[src/rtl/fir_bitserial_mac.sv]
// ============================================================================
// Module   : fir_bitserial_mac
// Purpose  : Bit-serial FIR stage with a TAPS-deep capture buffer, a snapshot
//            hold buffer and a one-tap-per-cycle multiply-accumulate.
// Revision : 1.0 - initial parametrised release
// ============================================================================
`default_nettype none

module fir_bitserial_mac #(
    parameter int TAPS    = 8,
    parameter int COEF_W  = 8,
    parameter int ACC_W   = COEF_W + $clog2(TAPS) + 1,
    parameter int BIPOLAR = 0
) (
    input  logic                     clk,
    input  logic                     rst_n,
    input  logic                     bit_in,
    input  logic                     bit_valid,
    input  logic                     filter,
    input  logic                     coef_we,
    input  logic [$clog2(TAPS)-1:0]  coef_addr,
    input  logic signed [COEF_W-1:0] coef_data,
    input  logic                     overrun_clr,
    output logic signed [ACC_W-1:0]  result,
    output logic                     result_valid,
    output logic                     busy,
    output logic                     overrun
);

    localparam int              c_AW   = $clog2(TAPS);
    localparam logic [c_AW-1:0] c_LAST = c_AW'(TAPS - 1);
    localparam logic [c_AW:0]   c_TAPS = (c_AW + 1)'(TAPS);

    localparam logic [0:0] c_IDLE = 1'b0;
    localparam logic [0:0] c_RUN  = 1'b1;

    logic [0:0]               r_state;
    logic [0:0]               w_state_nxt;
    logic [TAPS-1:0]          r_buf1;
    logic [TAPS-1:0]          r_buf2;
    logic signed [COEF_W-1:0] r_coef [TAPS];
    logic signed [ACC_W-1:0]  r_acc;
    logic [c_AW-1:0]          r_idx;
    logic signed [ACC_W-1:0]  w_coef_ext;
    logic signed [ACC_W-1:0]  w_term;
    logic signed [ACC_W-1:0]  w_sum;
    logic                     w_accept;
    logic                     w_last;
    logic                     w_coef_wr;

    always_ff @(posedge clk or negedge rst_n) begin
        if (!rst_n) begin
            r_state <= c_IDLE;
        end else begin
            r_state <= w_state_nxt;
        end
    end

    always_comb begin
        w_state_nxt = r_state;
        case (r_state)
            c_IDLE:  if (filter) w_state_nxt = c_RUN;
            c_RUN:   if (r_idx == c_LAST) w_state_nxt = c_IDLE;
            default: w_state_nxt = c_IDLE;
        endcase
    end

    always_comb begin
        busy      = (r_state == c_RUN);
        w_accept  = (r_state == c_IDLE) && filter;
        w_last    = (r_state == c_RUN) && (r_idx == c_LAST);
        w_coef_wr = (r_state == c_IDLE) && coef_we && ({1'b0, coef_addr} < c_TAPS);
    end

    // Per-tap contribution: zero bits subtract only in bipolar mode.
    always_comb begin
        w_coef_ext = ACC_W'(r_coef[r_idx]);
        w_term     = '0;
        if (r_buf2[r_idx]) begin
            w_term = w_coef_ext;
        end else if (BIPOLAR != 0) begin
            w_term = -w_coef_ext;
        end
        w_sum = r_acc + w_term;
    end

    always_ff @(posedge clk or negedge rst_n) begin
        if (!rst_n) begin
            r_buf1       <= '0;
            r_buf2       <= '0;
            r_acc        <= '0;
            r_idx        <= '0;
            result       <= '0;
            result_valid <= 1'b0;
            overrun      <= 1'b0;
            for (int i = 0; i < TAPS; i++) begin
                r_coef[i] <= '0;
            end
        end else begin
            if (bit_valid) begin
                r_buf1 <= {r_buf1[TAPS-2:0], bit_in};
            end

            if (w_accept) begin
                r_buf2 <= r_buf1;
                r_acc  <= '0;
                r_idx  <= '0;
            end else if (r_state == c_RUN) begin
                r_acc <= w_sum;
                r_idx <= r_idx + 1'b1;
            end

            result_valid <= w_last;
            if (w_last) begin
                result <= w_sum;
            end

            // A new overrun on the same edge as a clear keeps the flag set.
            if ((r_state == c_RUN) && filter) begin
                overrun <= 1'b1;
            end else if (overrun_clr) begin
                overrun <= 1'b0;
            end

            if (w_coef_wr) begin
                r_coef[coef_addr] <= coef_data;
            end
        end
    end

endmodule

`default_nettype wire

[config.mk]
export PLATFORM = sky130hd
export DESIGN_NAME = fir_bitserial_mac
export DESIGN_NICKNAME = d
export VERILOG_FILES = /design/src/rtl/fir_bitserial_mac.sv
export SDC_FILE = /design/constraint.sdc
export NUM_CORES = 1
export LEC_CHECK = 0
export ABC_AREA = 1
export CORE_MARGIN = 3
export CORE_UTILIZATION = 42
export CTS_CLUSTER_DIAMETER = 80
export CTS_CLUSTER_SIZE = 25
export DETAILED_ROUTE_END_ITERATION = 12
export GPL_TIMING_DRIVEN = 1
export SETUP_SLACK_MARGIN = 0.02
export SYNTH_ARGS = -nofsm -noshare
export SYNTH_HDL_FRONTEND = slang
export SYNTH_SLANG_ARGS = --single-unit
[constraint.sdc]
create_clock -name clk -period 4.5 [get_ports clk]
set_input_delay 0.9 -clock clk [delete_from_list [all_inputs] [get_ports clk]]
set_output_delay 0.9 -clock clk [all_outputs]
set_load 0.03 [all_outputs]
* After elaboration in Yosys (flattened, before gate mapping)
Index checks and enable logic that the tools add are counted.
** Storage, ports and cells
- Bits of input ports :: 18
- Word-level logic and storage cells :: 51
- Bits in registers :: 110
- Output and inout bits :: 15
** Operators by class
- Equal/unequal tests :: 1
- Multiplexer cells :: 18
- $lt $le $gt $ge :: 4
- Bitwise logic cells :: 3
- Reduce and logical (&&, ||, !) cells :: 7
- Add/sub/neg operators :: 2
** Operator list (count)
- bitwise mux 64 bit :: 1
- two-way mux 12 bit :: 3
- binary-select mux 8 bit (select 3 bit) :: 1
- demux 8 bit (select 3 bit) :: 1
- two-way mux 8 bit :: 3
- adder 12 bit :: 1
- greater-or-equal comparator 4 bit, second input constant :: 2
- inverter 3 -> 4 bit :: 2
- two-way mux 3 bit :: 2
- logical AND 1 bit :: 5
- two-way mux 1 bit :: 5
- < comparator 3 x 4 -> 1 bit, second input constant :: 1
- < comparator 4 x 1 -> 1 bit, second input constant :: 1
- nonzero test 2 bit :: 2
- adder 3 x 1 -> 3 bit, second input constant :: 1
- binary-select mux 1 bit (select 3 bit) :: 1
- == test 3 bit, second input constant :: 1
- one-hot mux 1 bit (2 select lines) :: 1
- inverter 1 bit :: 1

* Depth between registers and ports, before layout
Gate-level depths: netlist of the first run.
- Depth in word-level cells :: 8
- Gate-level depth with buffers :: 20
- Gate-level depth less buffers :: 18

* Worst setup path before layout of the first run
No wires, ideal clock.
- Kind :: register -> register
- Start point :: register r_idx[0]
- End point :: register result[6]
- Clock period less this slack :: 2.460 ns
- Library setup time :: 0.118 ns
- Required time :: 4.382 ns
- Stages on the path, launching flop included :: 17
- Buffers on the path :: 3
- Setup slack :: 2.040 ns
- Data arrival time :: 2.342 ns
- Cells stage by stage :: dfrtp_1 > buf_6 > buf_4 > buf_2 > nor2_1 > o22ai_1 > nand2_1 > nand2_1 > nand2_1 > inv_1 > ha_1 > fa_1 > a21oi_1 > inv_1 > or2_2 > nand3_1 > nand2_1
** On the way
- Longest elaborated chain between the ends :: 6
- Elaborated cells on any way between the ends :: 10
- Classes of those cells :: add/sub: 1; eq/ne: 1; mux: 6; bitwise: 1; reduce/logical: 1
** Ends and longest elaborated chain
- start, declared :: RTL line 43 : logic [c_AW-1:0] r_idx;
- start signal, assigned :: RTL line 110 : r_idx <= r_idx + 1'b1;
- inverter 3 -> 4 bit (not written as such) :: RTL line 77 : w_coef_ext = ACC_W'(r_coef[r_idx]);
- binary-select mux 8 bit (select 3 bit) :: RTL line 77
- two-way mux 8 bit (not written as such) (2 in series) :: RTL line 77
- two-way mux 12 bit :: RTL line 79 : if (r_buf2[r_idx]) begin
- adder 12 bit :: RTL line 84 : w_sum = r_acc + w_term;
- end signal, assigned :: RTL line 115 : result <= w_sum;
- end, declared :: RTL line 24 : output logic signed [ACC_W-1:0] result,
Several ways; a longest one is shown, not always the timed one. The select of a mux whose other input is x is not followed.
A chain may end at the register's enable or synchronous reset.

* Worst setup path in the final report of the first run
- Start point :: register r_idx[1]
- End point :: register result[6]
The elaborated chain is that of the path after synthesis.

==> results.md, run 1 <==
- The flow ran to the end, and the final reports show no timing, DRC or antenna violations.
- The number of instances on the worst hold path is 2.
- The synthesized-area fraction occupied by ao, oa, aoi and oai cells came to 0.158.
- The final count of hold timing violations is 0.
- The repair_antennas step left the layout with diodes totalling 0.
- The largest individual stage delay along the critical path comes from the cell dfrtp_1.
- The synthesized design spends more area on one cell type than any other, namely dfrtp_1.
- The count of TritonRoute iterations in the first routing pass is 4.
- Of the total synthesized cell area, the portion taken by XOR and XNOR cells is 0.00824.
- In the final timing run, aggregate negative setup slack is 0 ps.
- The layout cell share with drive strength beyond 1 is 0.0441.
- The leakage power of the design is 0.00293 uW.
- The via density per instance is 5.10.
- The clock tree from TritonCTS is done.
- The total of cells resized after clock tree synthesis is 0.
- In this run the core area contains 40 standard-cell rows.
- The number of antenna violations at the first check in global routing is 0.
- The data arrival time at the worst-slack endpoint is 3450 ps.
- The area inside the core boundary is 12200 um2.
- In the synthesized netlist the dominant register cell turns out to be dfrtp_1.
- The maximum clock path buffer count is 2.
- The die is 118 um wide.
- The path type of the worst min-delay path is reg2reg.
- The number of max-capacitance violations reported is 0.
- The worst hold path begins at result[4].
- The worst setup path startpoint is r_idx[1].
- The die covers 14000 um2.
- The share of the Yosys chip area taken by registers is 0.518.
- Entering global routing, the biggest net connects 58 pins.
- The clock latency on the worst-skew pair is 350 ps.
- Across every metal layer, demand over resource in global routing totals 0.181.
- The capture instance of the worst register-to-register path is result[6].
- The fraction of synthesized cell area taken by the top area cell type is 0.518.
- The number of global-route vias before repair was 4118.
- The total via count in the routed design is 4323.
- The estimated wirelength of the detail-placed design is 8.34 mm.
- The path depth of the worst reg2reg path is 15.
- The worst path in the final design needs a cycle of 3210 ps, including I/O delays and setup.
- The Yosys step of the flow raised 0 warnings.
- The setup slack of the worst register-to-register path is 1290 ps.
- After filler insertion, the fill cell instance count of the layout stands at 1236.
- The simple-gate area share of the yosys netlist is 0.211.
- The first global-routing pass estimated 20.5 mm of wire.
- The total detailed-routing wirelength is 12.0 mm.
- Pin placement for this block handled 33 I/O pins.
- The slew at the pin with the worst max-slew slack is 1060 ps.
- Averaged over all synthesized cells, the footprint is 8.09 um2.
- The share of the core filled with cells is 0.496.
- The initial utilization of the core area, before any placement, comes to 0.435.
- Hold repair after CTS inserted 0 buffers.
- The synthesized netlist net count is 689.
- Yosys instantiated no cell more often than nand2_1.
- Counting flops with an async set or reset pin after synthesis yields a share of 1.00.
- The post-route worst hold slack is 480 ps.
- The nature of the critical path startpoint is a register.
- The synthesis-to-layout area growth is 13.9%.
- The post-synthesis cell count is 657.
- The clock arrives with 8.09 ps of skew.
- The depth of the CTS H-tree is 3.
- The max-slew violation count is 0.
- For hold timing, the worst endpoint is result[4].
- The clock net in this run drives a total of 110 sinks.
- The source of the worst register-to-register timing path is r_idx[1].
- After detailed routing, the number of remaining DRC violations is 0.
- The average routed wire per standard cell is 14.1 um.
- The worst supply voltage drop on vdd is 255 uV.
- The clock tree root buffer cell is clkbuf_16.
- Setup violations remaining at the end of the flow were counted as 0.
- Static timing analysis puts the maximum clock frequency at 311 MHz.
- The cell repeated most along the worst path is nand2_1.
- The total CTS buffers is 9.
- The setup fix buffers added after clock tree synthesis is 0.
- The overall die height is 118 um.
- The count of flip-flops with a built-in enable after synthesis is 0.
- The unique cell type count in the Yosys netlist is 29.
- The cell area after layout is 6050 um2.
- The worst stage delay on the critical path is 960 ps.
- The DRC marker count from the first detailed-route iteration is 427.
- The final worst-path cycle share is 0.714.
- During placement, the flow inserted port buffers numbering 32.
- The max-slew headroom at the worst pin is 0.291.
- The capturing element type of the critical path is a register.
- By area the synthesized netlist is led by dfrtp_1, nand2_1, o21ai_0.
- In this run the power density over the cells is 765 nW/um2.
- After synthesis, the share of cell area in mux cells is 0.
- The clock-pin slew of the registers on the worst-case setup and hold paths is 70 ps.
- The adder-cell share of the synthesized area is 0.0344.
- The combinational family with the most area after synthesis is simple AND/OR/NAND/NOR gates.
- Synthesis inferred 110 register bits.
- At the end of routability-driven placement, the weighted congestion stood at 0.897.
- The remaining global-route overflow is 0.
- In this run the worst path has a maximum fanout of 27.
- The critical path start-end classification is reg2reg.
- Traced cell by cell, the critical path runs through inv_2 > o21ai_0 > o22ai_1 > nand2_1 > nand2_1 > nand2_1 > inv_1 > ha_1 > a21oi_1 > o21ai_0 > a21oi_1 > inv_1 > or2_2 > nand3_1 > nand2_1.
- The placed instances occupy a cell area of 5720 um2.
- Setup repair after global routing left no endpoint under its margin.
- The cell area after technology mapping is 5320 um2.
- The residual antenna-violating net count after detailed routing is 0.
- After the last flow step, the layout net total stands at 707.
- The worst path required time is 4740 ps.
- The commonest cells after synthesis are nand2_1, o21ai_0, dfrtp_1, inv_1, nor2_1.
critical path, delay by kind of cell (launching register included):
| kind | cells | cell delay, ps |
|---|---|---|
| DFF | 1 | 960 |
| AOI/OAI and AO/OA | 5 | 800 |
| and+or+nand+nor | 6 | 620 |
| buffers and inverters | 3 | 370 |
| adders and majority gates | 1 | 350 |
placed cells by master (no fill, tap or decap), drive strengths merged, types with 2 or more instances in the layout:
cell	count
nand2	188
o21ai	121
dfrtp	110
inv	61
nor2	47
nand3	33
a21oi	32
clkdlybuf4s50	31
ha	13
clkbuf	12
o22ai	7
xnor2	4
buf	4
o21a	3
bufinv	3
nand4	2
clkinv	2
nor3	2
worst max path at each step:
stage	depth (start not counted)	slack, ps	to
2_1_floorplan	16	2040	result[6]
3_3_place_gp	14	1480	result[6]
3_5_place_dp	15	1330	result[6]
4_1_cts	15	1320	result[6]
5_1_grt	15	1020	result[6]
6_report	15	1290	result[6]
power by group:
part           leakage, uW  switching, uW  internal, uW
sequential         0.00139            282          1390
clock             0.000161            347           544
combinational      0.00139           1300           762
registers in the layout (all words and copies together), names as in the netlist:
| signal | cells |
|---|---|
| r_coef | 64 |
| r_acc | 12 |
| result | 12 |
| r_buf1 | 8 |
| r_buf2 | 8 |
| r_idx | 3 |
| busy | 1 |
| overrun | 1 |
| result_valid | 1 |
routing by layer:
layer / track usage / part of all wire
met5: 0 / 0
met4: 0.0760 / 0.024
met3: 0.0278 / 0.040
met2: 0.275 / 0.44
met1: 0.259 / 0.49
stage by stage:
step,power (uW),setup WS [ps],cells
finish,4630,1290,848
global placement,3680,1480,832
detailed placement,3760,1330,832
CTS,4660,1320,848
floorplan,3190,2040,657
global route,5060,1020,848
cell families after synthesis:
kind of cell    after synthesis
flops                       110
fa+ha+maj                    14
xor+xnor                      5
compound gates              164
buf+inv                      90
simple gates                274
cell type report:
| class | count | area, um2 | share of cell area |
|---|---|---|---|
| inverters | 62 | 233 | 0.0384 |
| flip-flops and latches | 110 | 2750 | 0.455 |
| multi-input cells | 457 | 2190 | 0.361 |
| well taps | 168 | 210 | 0.0347 |
| repair buffers | 35 | 340 | 0.0562 |
| clock inverters | 4 | 95.1 | 0.0157 |
| clock buffers | 12 | 236 | 0.0391 |
(Power assumes the default switching activity.)
==> run 2, diff against run 1 <==
==> constraint.sdc (replaced) <==
create_clock -name clk -period 3.1 [get_ports clk]
set_input_delay 0.62 -clock clk [delete_from_list [all_inputs] [get_ports clk]]
set_output_delay 0.62 -clock clk [all_outputs]
set_load 0.03 [all_outputs]
==> run 2 against run 1 <==
Effect of this change:
- die area unchanged
- wire length up 1.7%
- largest power group unchanged
- maximum frequency up 12%
- critical path depth down 2
- largest cell class unchanged
- combinational power up 52%
- first-iteration DRC count down 34%
- sequential share of layout area down 0.50 points
- cell area up 1.1%
- setup slack worse by 1000 ps
- hold slack worse by 260 ps
- non-clock buffer count up 8
==> results.md, run 2 (same netlist as run 1, synthesis figures left out) <==
- The cell area after layout is 6120 um2.
- TritonCTS built the clock tree.
- The final weighted congestion in routability-driven placement is 0.874.
- The worst hold path belongs to the class in2async.
- The number of max-capacitance violations reported is 0.
- The first global-routing pass estimated 20.5 mm of wire.
- The longest clock path from root to sink contains 2 buffers.
- The leakage power of the design is 0.00298 uW.
- Among cell families on the critical path, the largest total delay comes from simple AND/OR/NAND/NOR gates.
- The number of hold buffers added after cts is 0.
- STA puts the critical path data required time at 3330 ps.
- After the last flow step, the layout net total stands at 715.
- The number of antenna violations at the first check in global routing is 0.
- The floorplan die area is 14000 um2.
- The register with the highest flop count is r_coef.
- The worst stage delay on the critical path is 620 ps.
- The critical path runs through a total of 13 cells.
- The biggest fanout along the worst timing path is 11.
- Derived from the worst setup path, the maximum achievable clock frequency is 350 MHz.
- The number of global-route vias before repair is 4119.
- IR analysis of the VDD net gives a maximum drop of 398 uV.
- The max-slew violation count is 0.
- The data arrival time at the worst-slack endpoint is 3090 ps.
- Across all layers, the routed design uses 4313 vias.
- The max-slew headroom at the worst pin is 0.568.
- The final count of hold timing violations is 0.
- In the final layout, the registers with the most flip-flops are r_coef x64, r_acc x12, result x12.
- In the finished design, the share of the clock period the worst path needs comes to 0.921.
- The number of flip-flops under the largest register name is 64.
- The number of filler instances in the final layout is 1210.
- For this run, design rule violations remaining after detail routing come to 0.
- The post-detailed-placement cell area is 5800 um2.
- CTS placed an instance of clkbuf_16 at the clock tree root.
- The clock latency on the worst-skew pair is 340 ps.
- STA classifies the critical path endpoint as a register.
- The global routing usage summed across all routing layers is 0.179.
- The run finished with clean final reports.
- After the first detailed-routing iteration, the DRC count stood at 282.
- The worst setup path is launched from a register.
- The die is 118 um wide.
- The residual antenna-violating net count after detailed routing is 0.
- The number of buffer and inverter stages on the critical path is 3.
- The setup fix buffers added after clock tree synthesis is 0.
- Across the routed clock network, the largest skew measured is 8.11 ps.
- The total CTS buffers is 9.
- The slew at the pin with the worst max-slew slack is 646 ps.
- Walking the worst path, the cells encountered are clkinvlp_4 > nand2_2 > nand2_4 > nand2_1 > inv_1 > ha_1 > a21oi_1 > o21ai_0 > a21oi_1 > inv_1 > or2_2 > nand3_1 > nand2_1.
- Leaving out fill and tap cells, the most frequent cells in the layout are nand2_1, o21ai_0, dfrtp_1, inv_1, nor2_1.
- The clock-pin slew of the registers on the worst-case setup and hold paths is 70 ps.
- Of the cells placed in the final design, the portion with a size suffix greater than 1 is 0.0597.
- Tracing the worst setup path back leads to its startpoint at r_idx[2].
- The critical path start-end classification is reg2reg.
- The pin count of the biggest net entering global routing is 78.
- The pre-CTS setup slack is 349 ps.
- The standard cell with the maximum stage delay on the critical path is dfrtp_1.
- Setup total negative slack on the finished layout was measured at 0 ps.
- The estimated wirelength of the detail-placed design is 8.63 mm.
- The sequential cells in the finished layout cover a total of 2750 um2.
- The path depth of the worst reg2reg path is 13.
- CTS saw 110 sinks.
- Pin placement for this block handled 33 I/O pins.
- The library cell used most frequently in the layout, excluding fill and tap cells, is nand2_1.
- Setup slack closes at 244 ps.
- Summed over all layers, the routed wires come to 12.2 mm.
- The H-tree was split into 3 levels.
- For this run, the share of the core covered by cells in the final layout is 0.501.
- The minimum clock period is 2860 ps.
- Using the TritonRoute via totals, the vias-per-cell ratio works out to 5.04.
- The areal power density over the cells is 1110 nW/um2.
- The overall die height is 118 um.
- The final number of setup-violating endpoints is 0.
- In this run the tool buffered the top-level ports with 32 buffer cells.
- The number of antenna repair diodes is 0.
- The multi-input combinational cells in the finished layout cover a total of 2190 um2.
- Setup repair after global routing left no endpoint under its margin.
- From synthesis to final layout, the design area changed by 15.2%.
- The worst register-to-register path begins at r_idx[2].
- The initial standard-cell utilization of the core is 0.435.
- The count of TritonRoute iterations in the first routing pass is 4.
- The average routed wire per standard cell is 14.3 um.
- The floorplan has 40 rows.
- The remaining global-route overflow is 0.
- The region available for standard cell placement spans 12200 um2.
==> run 2: path summary, 6_finish.rpt <==
kind	end	slack, ps
setup / recovery	r_acc[6]	240
hold / removal	r_coef[17]	220
setup reg to reg	r_acc[6]	240
hold reg to reg	r_coef[54]	480
max in group asynchronous	r_acc[11]	2120
min in group clk	r_coef[54]	480
==> run 2: through the flow <==
step / total power [uW] / hold slack [ps] / instances
2_1_floorplan: 4630 / 324 / 657
3_3_place_gp: 5420 / 461 / 840
3_5_place_dp: 5530 / 468 / 840
4_1_cts: 6810 / 237 / 855
5_1_grt: 7370 / 250 / 855
6_report: 6780 / 219 / 855
==> run 2: repair_timing <==
action                                 CTS  global route
gates resized for setup                  0             1
endpoints found under the hold margin    0             0
setup endpoints to repair                0             2
==> run 2: area by class of cell <==
type,count,share of cell area
sequential,110,0.450
multi-input combinational,457,0.357
timing repair buffer,43,0.0674
clock buffer,11,0.0413
inverter,62,0.0386
tap,168,0.0343
clock inverter,4,0.0114
==> run 2: where the power goes <==
part | total (uW) | internal (uW) | switching [uW]
combinational | 3140 | 1160 | 1980
clock | 1250 | 746 | 506
sequential | 2380 | 2020 | 356
total | 6780 | 3930 | 2840
==> run 2: routing by layer <==
metal,track usage,routed length [um],up-vias
li1,-,-,2176
met1,0.264,6140,2025
met2,0.265,5290,90
met3,0.0249,450,22
met4,0.0746,317,0
met5,0,0,-
